<file path="src/rtl/cfb_pkg.sv">
// Shared types and constants for the cache fill buffer: state encoding,
// burst geometry and the word-offset helper.
package cfb_pkg;

   localparam int BURST_LEN = 8;
   localparam int WORD_W    = 16;
   localparam int OFS_W     = 3;
   localparam int CNT_W     = OFS_W + 1;

   typedef enum logic [2:0] {
      IDLE,
      REQ,
      COLLECT,
      REPLAY,
      DONE
   } state_t;

   // Word offset within the line, wrapping modulo the burst length.
   function automatic logic [OFS_W-1:0] ofs_next(input logic [OFS_W-1:0] ofs);
      return ofs + 1'b1;
   endfunction

endpackage

</file>
<file path="src/rtl/cfb_line_buf.sv">
// 8 x 16 line buffer: one synchronous write port, one asynchronous read port.
// Contents are not reset; every word is rewritten before it is replayed.
module cfb_line_buf
   import cfb_pkg::*;
(
   input  logic              clk,
   input  logic              wen,
   input  logic [OFS_W-1:0]  waddr,
   input  logic [WORD_W-1:0] wdata,
   input  logic [OFS_W-1:0]  raddr,
   output logic [WORD_W-1:0] rdata
);

   logic [WORD_W-1:0] mem_q [BURST_LEN];

   always_ff @(posedge clk) begin
      if (wen) begin
         mem_q[waddr] <= wdata;
      end
   end

   assign rdata = mem_q[raddr];

endmodule

</file>
<file path="src/rtl/cache_fill_buffer.sv">
// Issues one aligned 8-word burst per cache line fill, gathers gapped returns and replays
// them critical-word-first as a gap-free stream. Optional retry on stall: CFB_TIMEOUT_EN.
module cache_fill_buffer
   import cfb_pkg::*;
#(
   parameter int ADDR_W  = 26,
   parameter int TIMEOUT = 255
) (
   input  logic              clk,
   input  logic              reset_n,
   input  logic              cache_req,
   input  logic [ADDR_W-1:0] cache_addr,
   output logic              cache_fill,
   output logic [WORD_W-1:0] cache_data,
   output logic              mem_req,
   output logic [ADDR_W-5:0] mem_addr,
   input  logic              mem_ack,
   input  logic              mem_valid,
   input  logic [WORD_W-1:0] mem_data,
   output logic [7:0]        retry_cnt
);

   localparam int LINE_W = ADDR_W - 4;

   state_t              state_q, state_d;
   logic [LINE_W-1:0]   line_q, line_d;
   logic [OFS_W-1:0]    crit_q, crit_d;
   logic [CNT_W-1:0]    wcnt_q, wcnt_d;
   logic [OFS_W-1:0]    rptr_q, rptr_d;
   logic [OFS_W-1:0]    rcnt_q, rcnt_d;
   logic                mem_req_q, mem_req_d;
   logic                fill_q, fill_d;
   logic [WORD_W-1:0]   data_q, data_d;

   logic                accept;
   logic                last_word;
   logic                start_replay;
   logic                tmo_fire;
   logic [OFS_W-1:0]    raddr;
   logic [WORD_W-1:0]   rd_word;
   logic [WORD_W-1:0]   first_word;
   logic                unused_addr_lsb;

   assign unused_addr_lsb = cache_addr[0];

   // Words are taken while the request is outstanding or being collected, up to one line.
   assign accept    = mem_valid && ((state_q == REQ) || (state_q == COLLECT)) && !wcnt_q[OFS_W];
   assign last_word = accept && (wcnt_q == CNT_W'(BURST_LEN - 1));

   // A line completed in REQ without ack waits for the ack before replaying.
   assign start_replay = (last_word && ((state_q == COLLECT) || mem_ack))
                       || ((state_q == COLLECT) && wcnt_q[OFS_W]);

   assign raddr = (state_q == REPLAY) ? rptr_q : crit_q;

   // The final word lands in slot 7 on the same edge it is needed, so bypass it.
   assign first_word = (last_word && (crit_q == OFS_W'(BURST_LEN - 1))) ? mem_data : rd_word;

   cfb_line_buf u_line_buf (
      .clk   (clk),
      .wen   (accept),
      .waddr (wcnt_q[OFS_W-1:0]),
      .wdata (mem_data),
      .raddr (raddr),
      .rdata (rd_word)
   );

`ifdef CFB_TIMEOUT_EN
   localparam int TMO_W = (TIMEOUT < 2) ? 1 : $clog2(TIMEOUT + 1);

   logic [TMO_W-1:0] tmo_q, tmo_d;
   logic [7:0]       retry_q, retry_d;

   always_comb begin
      tmo_d    = tmo_q;
      retry_d  = retry_q;
      tmo_fire = 1'b0;
      if (((state_q == REQ) && mem_ack) || accept) begin
         tmo_d = TMO_W'(TIMEOUT);
      end else if (state_q == COLLECT && !wcnt_q[OFS_W]) begin
         if (tmo_q <= TMO_W'(1)) begin
            tmo_fire = 1'b1;
            tmo_d    = TMO_W'(TIMEOUT);
            if (retry_q != 8'hFF) begin
               retry_d = retry_q + 8'd1;
            end
         end else begin
            tmo_d = tmo_q - 1'b1;
         end
      end
   end

   always_ff @(posedge clk) begin
      if (!reset_n) begin
         tmo_q   <= TMO_W'(TIMEOUT);
         retry_q <= 8'd0;
      end else begin
         tmo_q   <= tmo_d;
         retry_q <= retry_d;
      end
   end

   assign retry_cnt = retry_q;
`else
   localparam int UNUSED_TIMEOUT = TIMEOUT;

   assign tmo_fire  = 1'b0;
   assign retry_cnt = 8'd0;
`endif

   always_comb begin
      state_d   = state_q;
      line_d    = line_q;
      crit_d    = crit_q;
      wcnt_d    = wcnt_q;
      rptr_d    = rptr_q;
      rcnt_d    = rcnt_q;
      mem_req_d = mem_req_q;
      fill_d    = 1'b0;
      data_d    = data_q;

      if (accept) begin
         wcnt_d = wcnt_q + 1'b1;
      end

      unique case (state_q)
         IDLE: begin
            if (cache_req) begin
               line_d    = cache_addr[ADDR_W-1:4];
               crit_d    = cache_addr[3:1];
               wcnt_d    = '0;
               mem_req_d = 1'b1;
               state_d   = REQ;
            end
         end
         REQ: begin
            if (mem_ack) begin
               mem_req_d = 1'b0;
               state_d   = COLLECT;
            end
         end
         COLLECT: begin
            if (tmo_fire) begin
               wcnt_d    = '0;
               mem_req_d = 1'b1;
               state_d   = REQ;
            end
         end
         REPLAY: begin
            data_d = rd_word;
            rptr_d = ofs_next(rptr_q);
            rcnt_d = rcnt_q + 1'b1;
            if (rcnt_q == OFS_W'(BURST_LEN - 1)) begin
               state_d = DONE;
            end
         end
         DONE: begin
            // Wait for the cache to drop its level request before rearming.
            if (!cache_req) begin
               state_d = IDLE;
            end
         end
         default: state_d = IDLE;
      endcase

      // The critical word goes out on the edge that completes the line.
      if (start_replay) begin
         state_d   = REPLAY;
         mem_req_d = 1'b0;
         fill_d    = 1'b1;
         data_d    = first_word;
         rptr_d    = ofs_next(crit_q);
         rcnt_d    = OFS_W'(1);
      end
   end

   always_ff @(posedge clk) begin
      if (!reset_n) begin
         state_q   <= IDLE;
         line_q    <= '0;
         crit_q    <= '0;
         wcnt_q    <= '0;
         rptr_q    <= '0;
         rcnt_q    <= '0;
         mem_req_q <= 1'b0;
         fill_q    <= 1'b0;
         data_q    <= '0;
      end else begin
         state_q   <= state_d;
         line_q    <= line_d;
         crit_q    <= crit_d;
         wcnt_q    <= wcnt_d;
         rptr_q    <= rptr_d;
         rcnt_q    <= rcnt_d;
         mem_req_q <= mem_req_d;
         fill_q    <= fill_d;
         data_q    <= data_d;
      end
   end

   assign cache_fill = fill_q;
   assign cache_data = data_q;
   assign mem_req    = mem_req_q;
   assign mem_addr   = line_q;

endmodule

</file>
<file path="config.mk">
export PLATFORM = sky130hd
export DESIGN_NAME = cache_fill_buffer
export DESIGN_NICKNAME = d
export VERILOG_FILES = /design/src/rtl/cfb_pkg.sv /design/src/rtl/cfb_line_buf.sv /design/src/rtl/cache_fill_buffer.sv
export SDC_FILE = /design/constraint.sdc
export NUM_CORES = 1
export LEC_CHECK = 0
export CELL_PAD_IN_SITES_DETAIL_PLACEMENT = 1
export CELL_PAD_IN_SITES_GLOBAL_PLACEMENT = 1
export CORE_AREA = 2 2 186 143
export CTS_CLUSTER_DIAMETER = 200
export DETAILED_ROUTE_END_ITERATION = 12
export DIE_AREA = 0 0 188 145
export GPL_ROUTABILITY_DRIVEN = 0
export GPL_TIMING_DRIVEN = 0
export PLACE_DENSITY_LB_ADDON = 0.12
export SLEW_MARGIN = 10
export SYNTH_ARGS = -nofsm -noshare
export SYNTH_HDL_FRONTEND = slang
export SYNTH_SLANG_ARGS = --single-unit
export TNS_END_PERCENT = 5
</file>
<file path="constraint.sdc">
create_clock -name clk -period 3.87 [get_ports clk]
set_input_delay 0.774 -clock clk [delete_from_list [all_inputs] [get_ports clk]]
set_output_delay 0.774 -clock clk [all_outputs]
set_load 0.005 [all_outputs]
</file>
Yosys cells after proc, flatten, opt, wreduce, memory -nomap -nowiden
Memory sizes are Yosys's and may differ from the RTL's.
Cells that the tools add are included.
{"block": "totals", "register_bits": 56, "rom_bits": 0, "memories": 1, "latch_bits": 0, "word_cells": 75, "mem_bits_rw": 128}
{"name": "u_line_buf.mem_q", "depth": 8, "word_bits": 16, "read_ports": 1, "rd_ports_with_merged_regs": 0, "wr": 1, "line": "cfb_line_buf.sv:14", "rtl": "logic [WORD_W-1:0] mem_q [BURST_LEN];"}
{"block": "op_classes", "order_cmp": 0, "mul": 0, "reduce_logical": 18, "add_sub_neg": 4, "mux": 23, "shift": 0, "eq_ne": 16, "bitwise_logic": 2, "div_mod_pow": 0}
{"operator": "two-way mux 16 bit", "count": 3}
{"operator": "two-way mux 3 bit", "count": 7}
{"operator": "case mux 3 bit (5 select lines)", "count": 1}
{"operator": "two-way mux 4 bit", "count": 3}
{"operator": "AND reduction 5 bit", "count": 2}
{"operator": "adder 3 x 1 -> 3 bit, second input constant", "count": 3}
{"operator": "== test 3 bit, second input constant", "count": 3}
{"operator": "!= test 3 bit, second input constant", "count": 3}
{"operator": "!= test 2 bit, second input constant", "count": 4}
{"operator": "two-way mux 1 bit", "count": 7}
{"operator": "== test 3 x 2 -> 1 bit, second input constant", "count": 2}
{"operator": "logical AND 1 bit", "count": 6}
{"operator": "adder 4 x 1 -> 4 bit, second input constant", "count": 1}
{"operator": "== test 4 x 3 -> 1 bit, second input constant", "count": 1}
{"operator": "nonzero test 2 bit", "count": 2}
{"operator": "== test 3 x 1 -> 1 bit, second input constant", "count": 1}
{"operator": "zero test 3 bit", "count": 1}
{"operator": "logical OR 1 bit", "count": 3}
{"operator": "!= test 3 x 2 -> 1 bit, second input constant", "count": 1}
{"operator": "AND reduction 3 bit", "count": 1}
{"operator": "two-way mux 2 bit", "count": 1}
{"operator": "!= test 2 x 1 -> 1 bit, second input constant", "count": 1}
{"operator": "NOT 1 bit", "count": 2}
{"operator": "case mux 1 bit (2 select lines)", "count": 1}
{"operator": "other kinds (3)", "count": 3}

Depth between registers and ports, before layout
{"block": "logic_depth", "word_depth": 9, "depth_mapped": 10}

Cells and area by module
From an unflattened synthesis, not the netlist that was laid out.
{"block": "unflattened", "hier_cells": 517, "area_unflattened_um2": 7761.2}
{"module": "cfb_line_buf", "n_inst": 1, "area_each_um2": 4973.5, "cells_each": 198, "seq_area_each_um2": 3843.7}
{"module": "cache_fill_buffer", "n_inst": 1, "area_each_um2": 2787.7, "cells_each": 319, "seq_area_each_um2": 1121.1}

Worst setup path before layout
Ideal clock, no wire load.
{"block": "synth_path", "kind": "in2reg", "start": "in mem_valid", "end": "mem u_line_buf.mem_q[0][0] (enable)", "t_required_ns": 3.461, "path_stages": 4, "t_arrival_ns": 2.609, "slack_ns": 0.851, "setup_ns": 0.409, "cell_sequence": "nor3b_2 > nor2b_1 > nand2b_1 > nor3_1"}
{"block": "synth_via", "elab_chain_cells": 4}
{"element": "start: declaration", "line": "cache_fill_buffer.sv:18", "rtl": "input logic mem_valid,"}
{"element": "logical AND 1 bit (2 in a row)", "line": "cache_fill_buffer.sv:47", "rtl": "assign accept = mem_valid && ((state_q == REQ) || (state_q == COLLECT)) && !wcnt_q[OFS_W];"}
{"element": "two-way mux 1 bit", "line": "cfb_line_buf.sv:17", "rtl": "if (wen) begin"}
{"element": "two-way mux 1 bit (not written as such)", "line": "cfb_line_buf.sv:18", "rtl": "mem_q[waddr] <= wdata;"}
{"element": "end: declaration", "line": "cfb_line_buf.sv:14"}
Every way passes these cells.

Final worst setup path
{"block": "layout_path", "start": "in mem_valid", "end": "mem u_line_buf.mem_q[0][2] (enable)"}
The elaborated chain is that of the path after synthesis.

==> results_dict.tcl <==
set metrics [dict create \
    yosysUniqueCellTypes 43 \
    report.final.slew_viol_count 0 \
    regArea_mm2 0.00496 \
    hold_viol 0 \
    cpMaxStageDelayCell "nor3_2" \
    drtPass1Iterations 5 \
    path_class "in2reg" \
    ys_ff_latch 184 \
    cp-start-kind "input port" \
    avgSynthCellArea_um2 11.8 \
    cts_buffer_depth 2 \
    track_usage_pct 20.7 \
    cts_tree "yes" \
    fp.dieW_um 188 \
    switching_share_pct 24.6 \
    hold_buffers 0 \
    relSlewSlack_pct 39.9 \
    htree_levels 4 \
    final_cell_area_mm2 0.0108 \
    slowest_delay_ns 0.72 \
    hpwl_mm 20.5 \
    p_int_w 0.00344 \
    die_area_mm2 0.0273 \
    cts.sinks 184 \
    fin_ws_ns 0.916 \
    arrival_ns 3.10 \
    p_sw_w 0.00112 \
    drive_above_1_share_pct 12.8 \
    hold_start "mem_addr[7]" \
    pwr-share-seq_pct 47.3 \
    worstPathCellList "clkdlybuf4s50_1 > nor3b_2 > nor2b_1 > nand2b_1 > nor3_2 > buf_6" \
    reg2reg_from "state_q[2]" \
    hold_path.class "reg2reg" \
    cts-resized-gates 0 \
    setup_viol 0 \
    initial_utilization_pct 34.4 \
    port_buffers 85 \
    detail-route-antenna-nets 0 \
    instances_no_fill 1221 \
    rsz0062_at_grt "false" \
    worst_pin_slew_ns 0.896 \
    clk_latency_ns 0.44 \
    layout_commonest_cell "edfxtp_1" \
    ios 95 \
    fin_skew_ns 0.0119 \
    cts_setup_buffers 0 \
    drt_iter0_markers 403 \
    clk_transition_reported_paths_ns 0.07 \
    wl_per_cell_um 22.8 \
    setup.worst_path.start "mem_valid" \
    vias 6573 \
    min_path_cells 2 \
    syn_inst 745 \
    max_cap_viol_count 0 \
    fin_crit_ns 2.95 \
    hold-worst-slack_ns 0.457 \
    grt_pass1_vias 7006 \
    place_ws_ns 0.424 \
    critPathMaxFanout 9 \
    drc 0 \
    p_leak_nw 3.66 \
    gr-total-overflow 0 \
    min_period_over_period_pct 76.3 \
    status "complete, no violations" \
    power.density_mw_per_mm2 421 \
    grt_max_degree 18 \
    antenna_found_initial 0 \
    yosysSeqAreaShare_pct 56.7 \
    drt-vias-per-instance 5.38 \
    power.share.clock_pct 42.3 \
    mostFrequentLayoutCells "128 x edfxtp_1, 88 x nand2_1, 85 x clkdlybuf4s50_1, 81 x a211oi_1, 67 x nor2b_1" \
    total_power_w 0.00456 \
    wl_mm 27.8 \
    diodes 0 \
    ff2ff_path_depth 5 \
    max_freq_mhz 339 \
    multi_input_area_mm2 0.00348 \
    dp.cells 1189 \
    p_comb_share_pct 10.3 \
    fillers 2685 \
    rows 51 \
    grt_pass1_wl_mm 42.3 \
    cts_root_buf "clkbuf_16" \
    critPathCaptureType "flip-flop" \
    area_growth_pct 23.7 \
    postPlaceCellArea_mm2 0.0102 \
    yosys_warnings 0 \
    coreArea_mm2 0.0255 \
    die_h_um 145 \
    crit_required_ns 4.02 \
    synth_area_mm2 0.00876 \
    ir_worst_vdd_mv 0.284 \
    fin_nets 915 \
    cts-buffers-inserted 17 \
]
Yosys cell counts (all sizes together):
cell type,n,area share [%]
o311ai,16,1.6
conb,1,0.043
mux2i,50,5.7
o21ba,1,0.11
nor3,3,0.17
xnor2,2,0.20
o311a,1,0.13
nand3,2,0.11
o21ai,4,0.23
nor3b,2,0.29
o211a,1,0.20
clkbuf,28,1.2
a31o,16,1.6
nor2b,67,4.8
a21oi,52,3.0
ha,4,0.57
o21a,1,0.086
nor2,16,0.71
o22ai,1,0.071
a211o,16,1.6
o211ai,16,1.4
nand3b,2,0.31
nor4,1,0.24
nand2,88,3.8
a22o,16,1.6
inv,2,0.086
edfxtp,128,44
nand2b,5,0.36
buf,40,2.9
xor2,4,0.40
and2,2,0.14
a211oi,81,6.9
mux2,19,2.5
dfxtp,56,13
nand4b,1,0.27
power by group through the flow:
stage | logic [W] | registers (W) | clock network (W)
after detailed placement | 0.000470 | 0.00220 | 0
after global routing | 0.000513 | 0.00216 | 0.00204
after floorplan | 0.000244 | 0.00220 | 0
final | 0.000472 | 0.00216 | 0.00193
after CTS | 0.000473 | 0.00216 | 0.00197
after global placement | 0.000449 | 0.00220 | 0
cell families after synthesis:
logic type                 Yosys count  synth area share (%)
AOI/OAI and AO/OA                  222                  18.5
xor gates and xnor gates             6                 0.600
adders and majority gates            4                 0.571
buffers and inverters               70                  4.18
DFF                                184                  56.7
muxes                               69                  8.24
other                                1                0.0428
and+or+nand+nor                    189                  11.2
per-layer routing:
layer	part of all wire (%)	GRT usage [%]	vias up	wire, um
met5	0	0	-	0
met4	1.8	5.83	0	491
met3	3.9	3.36	42	1090
met2	48	34.2	166	13300
met1	46	28.1	3316	12900
li1	-	-	3049	-
registers in the layout, summed over array words and instances (netlist names):
name,flops
mem_req,1
rptr_q,3
crit_q,3
mem_addr,22
cache_fill,1
state_q,3
wcnt_q,4
u_line_buf.mem_q,128
rcnt_q,3
cache_data,16
critical path: cells and delay by family:
| kind | cells | cell delay [ns] |
|---|---|---|
| AND/OR/NAND/NOR | 4 | 1.62 |
| buffers and inverters | 2 | 0.70 |
path summary, 6_finish.rpt:
check / to / slack [ns]
setup / recovery: u_line_buf.mem_q[0][2] / 0.92
hold / removal: mem_addr[7] / 0.46
setup reg to reg: u_line_buf.mem_q[0][2] / 1.26
hold reg to reg: mem_addr[7] / 0.46
final cells by class:
cell class / count / area share [%]
Sequential cell: 184 / 45.8
Multi-Input combinational cell: 498 / 32.1
Timing Repair Buffer: 93 / 8.82
Tap cell: 344 / 3.97
Clock buffer: 17 / 3.93
Buffer: 68 / 3.31
Clock inverter: 15 / 1.97
Inverter: 2 / 0.0693
per-stage QoR:
| stage | utilization, % | setup TNS, ns |
|---|---|---|
| 6_report | 42.6 | 0 |
| 5_1_grt | 42.6 | 0 |
| 4_1_cts | 42.6 | 0 |
| 3_5_place_dp | 40.1 | 0 |
| 3_3_place_gp | 39.5 | -20.42 |
| 2_1_floorplan | - | 0 |
Note: power is estimated with default switching activity, not from simulation.
